$ cat config.mk
export PLATFORM = sky130hd
export DESIGN_NAME = rle_symbol_encoder
export DESIGN_NICKNAME = d
export VERILOG_FILES = /design/src/rtl/rle_symbol_encoder.sv
export SDC_FILE = /design/constraint.sdc
export NUM_CORES = 1
export LEC_CHECK = 0
export BUFFER_PORTS_ARGS = -buffer_cell sky130_fd_sc_hd__buf_2
export CAP_MARGIN = 10
export CORE_MARGIN = 1
export CORE_UTILIZATION = 58
export CTS_CLUSTER_DIAMETER = 40
export CTS_CLUSTER_SIZE = 12
export DETAILED_ROUTE_END_ITERATION = 8
export PLACE_DENSITY_LB_ADDON = 0.2
export SYNTH_ARGS = -nofsm -noshare
export SYNTH_HDL_FRONTEND = slang
export SYNTH_SLANG_ARGS = --single-unit
$ cat constraint.sdc
create_clock -name clk -period 3.4 [get_ports clk]
set_input_delay 0.17 -clock clk [delete_from_list [all_inputs] [get_ports clk]]
set_output_delay 0.17 -clock clk [all_outputs]
set_load 0.01 [all_outputs]
$ cat src/rtl/rle_symbol_encoder.sv
// rle_symbol_encoder
//
// Run-length symbol encoder. It takes quantized coefficients in zigzag order,
// BLOCK_LEN per block with index 0 as the DC term. It produces JPEG-style
// (run, size, amplitude) symbols, including ZRL and EOB, for the Huffman
// lookup stage. Both sides use a valid/ready handshake, so back-pressure from
// the bit packer reaches the coefficient source.
//
// The only storage for symbols is the single output register. While ZRLs are
// being drained, one nonzero coefficient is also held.
//
// Optional feature: define RLE_SYMCNT_EN to add the sym_count[6:0] output.
// It gives the number of symbols emitted so far in the current block,
// counting the symbol presently on the output.
//
// rst_n is a synchronous, ACTIVE-HIGH reset. The name is historical.

module rle_symbol_encoder #(
  parameter int COEF_WIDTH = 12,
  parameter int BLOCK_LEN  = 64
) (
  input  logic                  clk,
  input  logic                  rst_n,
  input  logic                  in_valid,
  output logic                  in_ready,
  input  logic [COEF_WIDTH-1:0] in_data,
  output logic                  out_valid,
  input  logic                  out_ready,
  output logic [3:0]            out_run,
  output logic [3:0]            out_size,
  output logic [COEF_WIDTH-1:0] out_amp,
  output logic                  out_dc,
  output logic                  out_eob,
  output logic                  out_last
`ifdef RLE_SYMCNT_EN
  ,
  output logic [6:0]            sym_count
`endif
);

  localparam int IDX_W = (BLOCK_LEN > 2) ? $clog2(BLOCK_LEN) : 1;
  localparam logic [IDX_W-1:0] LAST_IDX = IDX_W'(BLOCK_LEN - 1);
  localparam logic [5:0] ZRL_SPAN = 6'd16;

  typedef enum logic {
    ST_ACCEPT,
    ST_ZRL
  } state_t;

  state_t state, state_next;

  logic [IDX_W-1:0]      idx, idx_next;
  logic [5:0]            run, run_next;

  logic [3:0]            held_size, held_size_next;
  logic [COEF_WIDTH-1:0] held_amp, held_amp_next;
  logic                  held_last, held_last_next;

  logic                  nx_valid;
  logic [3:0]            nx_run;
  logic [3:0]            nx_size;
  logic [COEF_WIDTH-1:0] nx_amp;
  logic                  nx_dc;
  logic                  nx_eob;
  logic                  nx_last;
  logic                  sym_load;

  logic                  accept;
  logic                  consume;

  logic                  coef_neg;
  logic                  coef_zero;
  logic [COEF_WIDTH-1:0] coef_mag;
  logic [COEF_WIDTH-1:0] amp_mask;
  logic [3:0]            coef_size;
  logic [COEF_WIDTH-1:0] coef_amp;
  logic                  at_last;

  // Input is accepted only in ACCEPT and only while the output slot can take a result.
  assign in_ready = !rst_n && (state == ST_ACCEPT) && (!out_valid || out_ready);
  assign accept   = in_valid && in_ready;
  assign consume  = out_valid && out_ready;
  assign at_last  = (idx == LAST_IDX);

  // Find the magnitude category and the amplitude bits of the incoming coefficient.
  always_comb begin
    coef_neg  = in_data[COEF_WIDTH-1];
    coef_zero = (in_data == '0);
    coef_mag  = coef_neg ? (~in_data + COEF_WIDTH'(1)) : in_data;
    coef_size = 4'd0;
    for (int i = 0; i < COEF_WIDTH; i++) begin
      if (coef_mag[i]) begin
        coef_size = 4'(i + 1);
      end
    end
    amp_mask = '0;
    for (int i = 0; i < COEF_WIDTH; i++) begin
      if (4'(i) < coef_size) begin
        amp_mask[i] = 1'b1;
      end
    end
    coef_amp = coef_neg ? ((in_data - COEF_WIDTH'(1)) & amp_mask) : in_data;
  end

  // Compute the next state, the position in the block, the run and the output register contents.
  always_comb begin
    state_next     = state;
    idx_next       = idx;
    run_next       = run;
    held_size_next = held_size;
    held_amp_next  = held_amp;
    held_last_next = held_last;
    nx_valid       = out_valid;
    nx_run         = out_run;
    nx_size        = out_size;
    nx_amp         = out_amp;
    nx_dc          = out_dc;
    nx_eob         = out_eob;
    nx_last        = out_last;
    sym_load       = 1'b0;

    case (state)
      ST_ACCEPT: begin
        if (consume) begin
          nx_valid = 1'b0;
        end
        if (accept) begin
          idx_next = at_last ? '0 : idx + IDX_W'(1);
          if (idx == '0) begin
            // A DC symbol is always emitted, even when the value is zero.
            sym_load = 1'b1;
            nx_valid = 1'b1;
            nx_run   = 4'd0;
            nx_size  = coef_size;
            nx_amp   = coef_amp;
            nx_dc    = 1'b1;
            nx_eob   = 1'b0;
            nx_last  = 1'b0;
            run_next = 6'd0;
          end else if (coef_zero) begin
            if (at_last) begin
              // A trailing zero run is replaced by EOB, with no ZRLs before it.
              sym_load = 1'b1;
              nx_valid = 1'b1;
              nx_run   = 4'd0;
              nx_size  = 4'd0;
              nx_amp   = '0;
              nx_dc    = 1'b0;
              nx_eob   = 1'b1;
              nx_last  = 1'b1;
              run_next = 6'd0;
            end else begin
              run_next = run + 6'd1;
            end
          end else if (run >= ZRL_SPAN) begin
            // Hold the coefficient, emit the first ZRL now, and drain the rest in ZRL.
            held_size_next = coef_size;
            held_amp_next  = coef_amp;
            held_last_next = at_last;
            sym_load       = 1'b1;
            nx_valid       = 1'b1;
            nx_run         = 4'd15;
            nx_size        = 4'd0;
            nx_amp         = '0;
            nx_dc          = 1'b0;
            nx_eob         = 1'b0;
            nx_last        = 1'b0;
            run_next       = run - ZRL_SPAN;
            state_next     = ST_ZRL;
          end else begin
            sym_load = 1'b1;
            nx_valid = 1'b1;
            nx_run   = run[3:0];
            nx_size  = coef_size;
            nx_amp   = coef_amp;
            nx_dc    = 1'b0;
            nx_eob   = 1'b0;
            nx_last  = at_last;
            run_next = 6'd0;
          end
        end
      end

      ST_ZRL: begin
        if (consume) begin
          sym_load = 1'b1;
          nx_valid = 1'b1;
          nx_dc    = 1'b0;
          nx_eob   = 1'b0;
          if (run >= ZRL_SPAN) begin
            nx_run   = 4'd15;
            nx_size  = 4'd0;
            nx_amp   = '0;
            nx_last  = 1'b0;
            run_next = run - ZRL_SPAN;
          end else begin
            nx_run     = run[3:0];
            nx_size    = held_size;
            nx_amp     = held_amp;
            nx_last    = held_last;
            run_next   = 6'd0;
            state_next = ST_ACCEPT;
          end
        end
      end

      default: begin
        state_next = ST_ACCEPT;
      end
    endcase
  end

  // State register.
  always_ff @(posedge clk) begin
    if (rst_n) begin
      state <= ST_ACCEPT;
    end else begin
      state <= state_next;
    end
  end

  // Datapath registers. Reset discards any held coefficient and any undelivered symbol.
  always_ff @(posedge clk) begin
    if (rst_n) begin
      idx       <= '0;
      run       <= 6'd0;
      held_size <= 4'd0;
      held_amp  <= '0;
      held_last <= 1'b0;
      out_valid <= 1'b0;
      out_run   <= 4'd0;
      out_size  <= 4'd0;
      out_amp   <= '0;
      out_dc    <= 1'b0;
      out_eob   <= 1'b0;
      out_last  <= 1'b0;
    end else begin
      idx       <= idx_next;
      run       <= run_next;
      held_size <= held_size_next;
      held_amp  <= held_amp_next;
      held_last <= held_last_next;
      out_valid <= nx_valid;
      out_run   <= nx_run;
      out_size  <= nx_size;
      out_amp   <= nx_amp;
      out_dc    <= nx_dc;
      out_eob   <= nx_eob;
      out_last  <= nx_last;
    end
  end

`ifdef RLE_SYMCNT_EN
  logic [6:0] sym_cnt;

  // Count the symbols in the current block. Restart after the final symbol is taken.
  always_ff @(posedge clk) begin
    if (rst_n) begin
      sym_cnt <= 7'd0;
    end else if (sym_load) begin
      sym_cnt <= (consume && out_last) ? 7'd1 : sym_cnt + 7'd1;
    end else if (consume && out_last) begin
      sym_cnt <= 7'd0;
    end
  end

  assign sym_count = sym_cnt;
`endif

endmodule

Yosys cells after proc, flatten, opt, wreduce, memory -nomap -nowiden --
Index checks and enable logic that the tools add are counted.
Operators by class: equal/unequal tests 4, add/subtract/negate cells 5, mux-type cells 87, bitwise gates (word level) 5, magnitude comparators 13, reduce and logical (&&, ||, !) cells 13
Operator list (number):
- 2-to-1 mux 12 bit | 9
- 2-to-1 mux 4 bit | 23
- 2-to-1 mux 6 bit | 7
- 2-to-1 mux 1 bit | 39
- one-hot mux 12 bit (2 select lines) | 1
- less-than comparator 3 x 4 -> 1 bit (first input constant) | 4
- less-than comparator 4 bit (first input constant) | 4
- one-hot mux 4 bit (2 select lines) | 2
- adder 12 x 1 -> 12 bit (second input constant) | 1
- adder 6 x 1 -> 6 bit (second input constant) | 2
- AND 12 bit | 1
- zero test 12 bit | 1
- NOT 12 bit | 1
- one-hot mux 6 bit (2 select lines) | 1
- subtractor 12 x 1 -> 12 bit (second input constant) | 1
- one-hot mux 1 bit (2 select lines) | 5
- less-than comparator 1 x 4 -> 1 bit (first input constant) | 2
- less-than comparator 2 x 4 -> 1 bit (first input constant) | 2
- == test 6 bit (second input constant) | 1
- greater-or-equal comparator 6 x 5 -> 1 bit (second input constant) | 1
- zero test 6 bit | 1
- subtractor 6 x 5 -> 6 bit (second input constant) | 1
- AND reduction 5 bit | 1
- logical AND 1 bit | 4
- 8 further kinds | 12
Storage, ports and cells: bits in registers 54, output and inout bits 25, word-level logic and storage cells 140

Longest topological paths before layout --
depth in word-level cells 24, gate-level depth with buffers 13, depth with buffers taken out 10

Worst setup path after synthesis --
Ideal clock, no wire load.
kind input port to flip-flop, start input port in_data[0], end register out_amp[1], slack 0.766 ns, required time 3.280 ns, stages on the path 12, arrival 2.515 ns, cells stage by stage inv_1 -> ha_1 -> buf_4 -> or4b_1 -> buf_2 -> o41a_1 -> o21ai_4 -> o211ai_4 -> nor4_4 -> o22ai_1 -> a221oi_2 -> nor2_1
Between the ends: cells in the longest elaborated chain, start to end 24, elaborated cells on any way between the ends 28, classes of those cells add/sub: 2; order compare: 1; eq/ne: 1; mux: 20; bitwise: 2; reduce/logical: 2
RTL lines:
- start, declared | RTL line 26 | input logic [COEF_WIDTH-1:0] in_data,
- NOT 12 bit | RTL line 89 | coef_mag = coef_neg ? (~in_data + COEF_WIDTH'(1)) : in_data;
- adder 12 x 1 -> 12 bit | RTL line 89
- 2-to-1 mux 12 bit | RTL line 89
- 2-to-1 mux 1 bit | RTL line 92 | if (coef_mag[i]) begin
- 2-to-1 mux 4 bit (11 in a row) | RTL line 92
- less-than comparator 1 x 4 -> 1 bit | RTL line 98 | if (4'(i) < coef_size) begin
- 2-to-1 mux 1 bit | RTL line 98
- AND 12 bit | RTL line 102 | coef_amp = coef_neg ? ((in_data - COEF_WIDTH'(1)) & amp_mask) : in_data;
- 2-to-1 mux 12 bit | RTL line 102
- 2-to-1 mux 12 bit | RTL line 155 | end else if (run >= ZRL_SPAN) begin
- 2-to-1 mux 12 bit | RTL line 140 | end else if (coef_zero) begin
- 2-to-1 mux 12 bit | RTL line 129 | if (idx == '0) begin
- 2-to-1 mux 12 bit | RTL line 127 | if (accept) begin
- one-hot mux 12 bit (2 select lines) | RTL line 122 | case (state)
- end signal, assigned | RTL line 246 | out_amp <= nx_amp;
- end, declared | RTL line 31 | output logic [COEF_WIDTH-1:0] out_amp,
Parallel ways exist; a longest one is shown, timed or not. The select of a mux whose other input is x is not followed. A chain may end at the register's enable or synchronous reset.

Worst setup path after layout --
start input port in_data[0], end register out_amp[2]
Between the ends: cells in the longest elaborated chain, start to end 24, elaborated cells on any way between the ends 28, classes of those cells add/sub: 2; order compare: 1; eq/ne: 1; mux: 20; bitwise: 2; reduce/logical: 2
RTL lines (RTL line):
- NOT 12 bit | 89
- adder 12 x 1 -> 12 bit | 89
- 2-to-1 mux 12 bit | 89
- 2-to-1 mux 1 bit | 92
- 2-to-1 mux 4 bit (11 in a row) | 92
- less-than comparator 2 x 4 -> 1 bit | 98
- 2-to-1 mux 1 bit | 98
- AND 12 bit | 102
- 2-to-1 mux 12 bit | 102
- 2-to-1 mux 12 bit | 155
- 2-to-1 mux 12 bit | 140
- 2-to-1 mux 12 bit | 129
- 2-to-1 mux 12 bit | 127
- one-hot mux 12 bit (2 select lines) | 122
Parallel ways exist; a longest one is shown, timed or not. The select of a mux whose other input is x is not followed.

==> summary.txt <==
status - complete, no violations
Slew headroom - 34.19%
CTS root buf - clkbuf_8
initial antenna violation count - 0
grt ovf - 0
vias per inst - 6.363
clk sinks - 54
Slew Viols, Final - 0
# setup viols final - 0
CTS tree - built
die area - 6110 um2
Post-route DRC - 0
Synth Area in Adders - 1.488%
Cell Chain, Critical Path - buf_2 -> inv_1 -> ha_1 -> or4b_1 -> o41a_1 -> o21ai_4 -> o211ai_4 -> nor2_1 -> o311ai_1 -> a32oi_1 -> a21oi_1
met1 usage - 43.15%
Placer Congestion - 0.9235
Most used DFF post-synth - dfxtp_1
CP peak stage delay - 0.65 ns
sequential-to-total area share from yosys stat - 32.13%
Buf+Inv Stages, Crit Path - 2
kind of cell adding the most delay to the critical path - compound AO/OA/AOI/OAI gates
Fmax - 360.7 MHz
Worst-path clk slew - 0.10 ns
clk_skew - 0.01323 ns
switching share of total power - 27.97%
Synth Area in Compound Gates - 29.71%
nets@finish - 493
synth cell count leaders - dfxtp_1, a21oi_1, nand2_1, nor2_1, clkbuf_1
H-tree depth - 2
Final Hold Violating Endpoints - 0
Non-Filler Instances - 546
Filler cells - 498
WL/cell - 15.68 um
syn avg cell area - 7.527 um2
Mapped Area - 3364 um2
count leader, synth - dfxtp_1
number of synthesized flops with an enable pin - 0
FP Rows - 27
synthesized instance count - 447
Post-Synth XOR/XNOR Area - 2.603%
VDD IR max - 0.0002533 V
Core Region - 5540 um2
leakage - 1.420 nW
crit path DAT - 2.95 ns
share of cells above drive strength 1 - 17.51%
cts repair resizes - 0
top cell type's share of synthesized area - 32.13%
GR peak layer - met1
final core utilization - 67.57%
post-route ant nets - 0
RSZ-0062 raised after global routing - false
DRT iter0 DRCs - 248
flops & latches, synth - 54
largest net degree at the start of global routing - 40
maximum fanout along the worst path - 10
I/O pin total - 41
setup ws final - 0.6277 ns
largest family of logic cells by synthesized area - compound AO/OA/AOI/OAI gates
power density over the cells - 361.9 nW/um2
combinational power share - 17.3%
Worst Hold Class - in2reg
post-synthesis mux area share - 0.7438%
max-cap viol count - 0
area delta synth->final - 11.27%
CP Capture Type - flip-flop
number of distinct library cells after synthesis - 74
pre-CTS WS - 0.3396 ns
First-pass DRT Iterations - 5
Critical Setup Path Class - in2reg
period utilization - 81.54%
Least-Margin Pin Slew - 0.9796 ns
GRT Util Overall - 28.37%
vias post-DR - 3474
Post-Syn Nets - 467
post-synthesis simple-gate area fraction - 27.04%
Final Power - 1.355 mW
P_sw - 0.3789 mW
vias in the first global route - 3001
sequential share of power - 48.6%
GR Util met2 - 42.11%
largest cells by area after synthesis - dfxtp_1, a21oi_1, nand2_1
initial core utilization - 60.73%
min Tclk post-route - 2.772 ns
I/O Buffers - 40
slowest CP cell - or4b_1
Die X - 78.17 um
# diodes - 0
placed wire-length estimate - 6129 um
first-pass GRT wire length - 14030 um
Fin Setup TNS - 0 ns
number of synthesis warnings - 0
power share of the clock group - 34.0%
hold buffer count at CTS - 0
Yosys top cell by area - dfxtp_1
CTS max path bufs - 2
GR Layer Usage met3 - 3.605%
clock latency on the worst-skew pair - 0.31 ns
share of flip-flops with an asynchronous set or reset - 0%
worst path required time - 3.58 ns
Inst Count DP - 538
# Post-CTS Setup Buffers - 0
internal power - 0.9760 mW
Die Span Y - 78.17 um
TritonCTS Buffers - 5
CP Launch Type - input pin
final WL - 8563 um
==> worst reg2reg max path, delay by kind of cell (launching register included) <==
kind,cells,cell delay [ns]
simple gates,3,1.45
compound gates,3,0.50
flops,1,0.38
buf+inv,1,0.32
==> worst paths after layout <==
path / startpoint / end / slack [ns] / cells past startpoint
min reg2reg: out_run[2]$_SDFFE_PP0P_ / out_run[2]$_SDFFE_PP0P_ / 0.46 / 2
min: in_data[0] / held_amp[0]$_SDFFE_PP0P_ / 0.23 / 3
max reg2reg: idx[2]$_SDFFE_PP0P_ / out_amp[7]$_SDFFE_PP0P_ / 0.68 / 7
max: in_data[0] / out_amp[2]$_SDFFE_PP0P_ / 0.63 / 11
==> placed cells by master (no fill, tap or decap), types with 3 or more instances in the layout <==
cell type / count
dfxtp_1: 54
a21oi_1: 51
nand2_1: 44
nor2_1: 44
buf_2: 40
o21ai_0: 25
nand3_1: 18
nor3_1: 17
inv_1: 15
buf_4: 15
nand2b_1: 10
o211ai_1: 9
o21ai_1: 7
a31oi_1: 6
xor2_1: 6
and3_1: 6
a221oi_1: 6
clkbuf_8: 6
or2_2: 5
a211oi_1: 4
and2_1: 4
o22ai_1: 4
xnor2_1: 4
ha_1: 4
or3_1: 3
a32oi_1: 3
o311ai_1: 3
nand4_1: 3
o221ai_1: 3
nand3b_1: 3
==> power by group through the flow <==
| stage | Clock [mW] | Sequential, mW | Combinational, mW |
|---|---|---|---|
| 2_1_floorplan | 0 | 0.679 | 0.155 |
| 4_1_cts | 0.463 | 0.659 | 0.231 |
| 6_report | 0.461 | 0.659 | 0.235 |
| 3_3_place_gp | 0 | 0.672 | 0.227 |
| 3_5_place_dp | 0 | 0.673 | 0.230 |
| 5_1_grt | 0.490 | 0.661 | 0.256 |
==> metal layers <==
layer,wire [um],up-vias
li1,-,1684
met1,4149,1630
met2,3712,150
met3,615,10
met4,86,0
met5,0,-
==> logic make-up after synthesis <==
family,after synthesis
buffers and inverters,52
multiplexers,2
adder cells (fa/ha/maj),4
AO/OA/AOI/OAI,149
flip-flops,54
AND/OR/NAND/NOR,176
XOR/XNOR,10
==> sequential cells by signal, indices dropped and copies added, names as in the netlist, 4 cells and up <==
name,flops
out_amp,12
out_size,4
held_size,4
idx,6
held_amp,12
run,6
out_run,4
==> per-stage QoR <==
stage	instance area (um2)	hold slack [ns]
after CTS	3744	0.2187
after detailed placement	3622	0.4430
after floorplan	3364	0.3644
after global routing	3744	0.2482
after global placement	3622	0.4355
final	3744	0.2294
==> cell type report <==
type	count	area [um2]	area share [%]
repair buffers	55	312.8	8.356
flip-flops and latches	54	1081	28.88
inverters	16	60.06	1.604
well taps	72	90.09	2.406
multi-input cells	341	2078	55.51
clock buffers	6	82.58	2.206
clock inverters	2	38.79	1.036
Power figures use the tool's default switching activity.
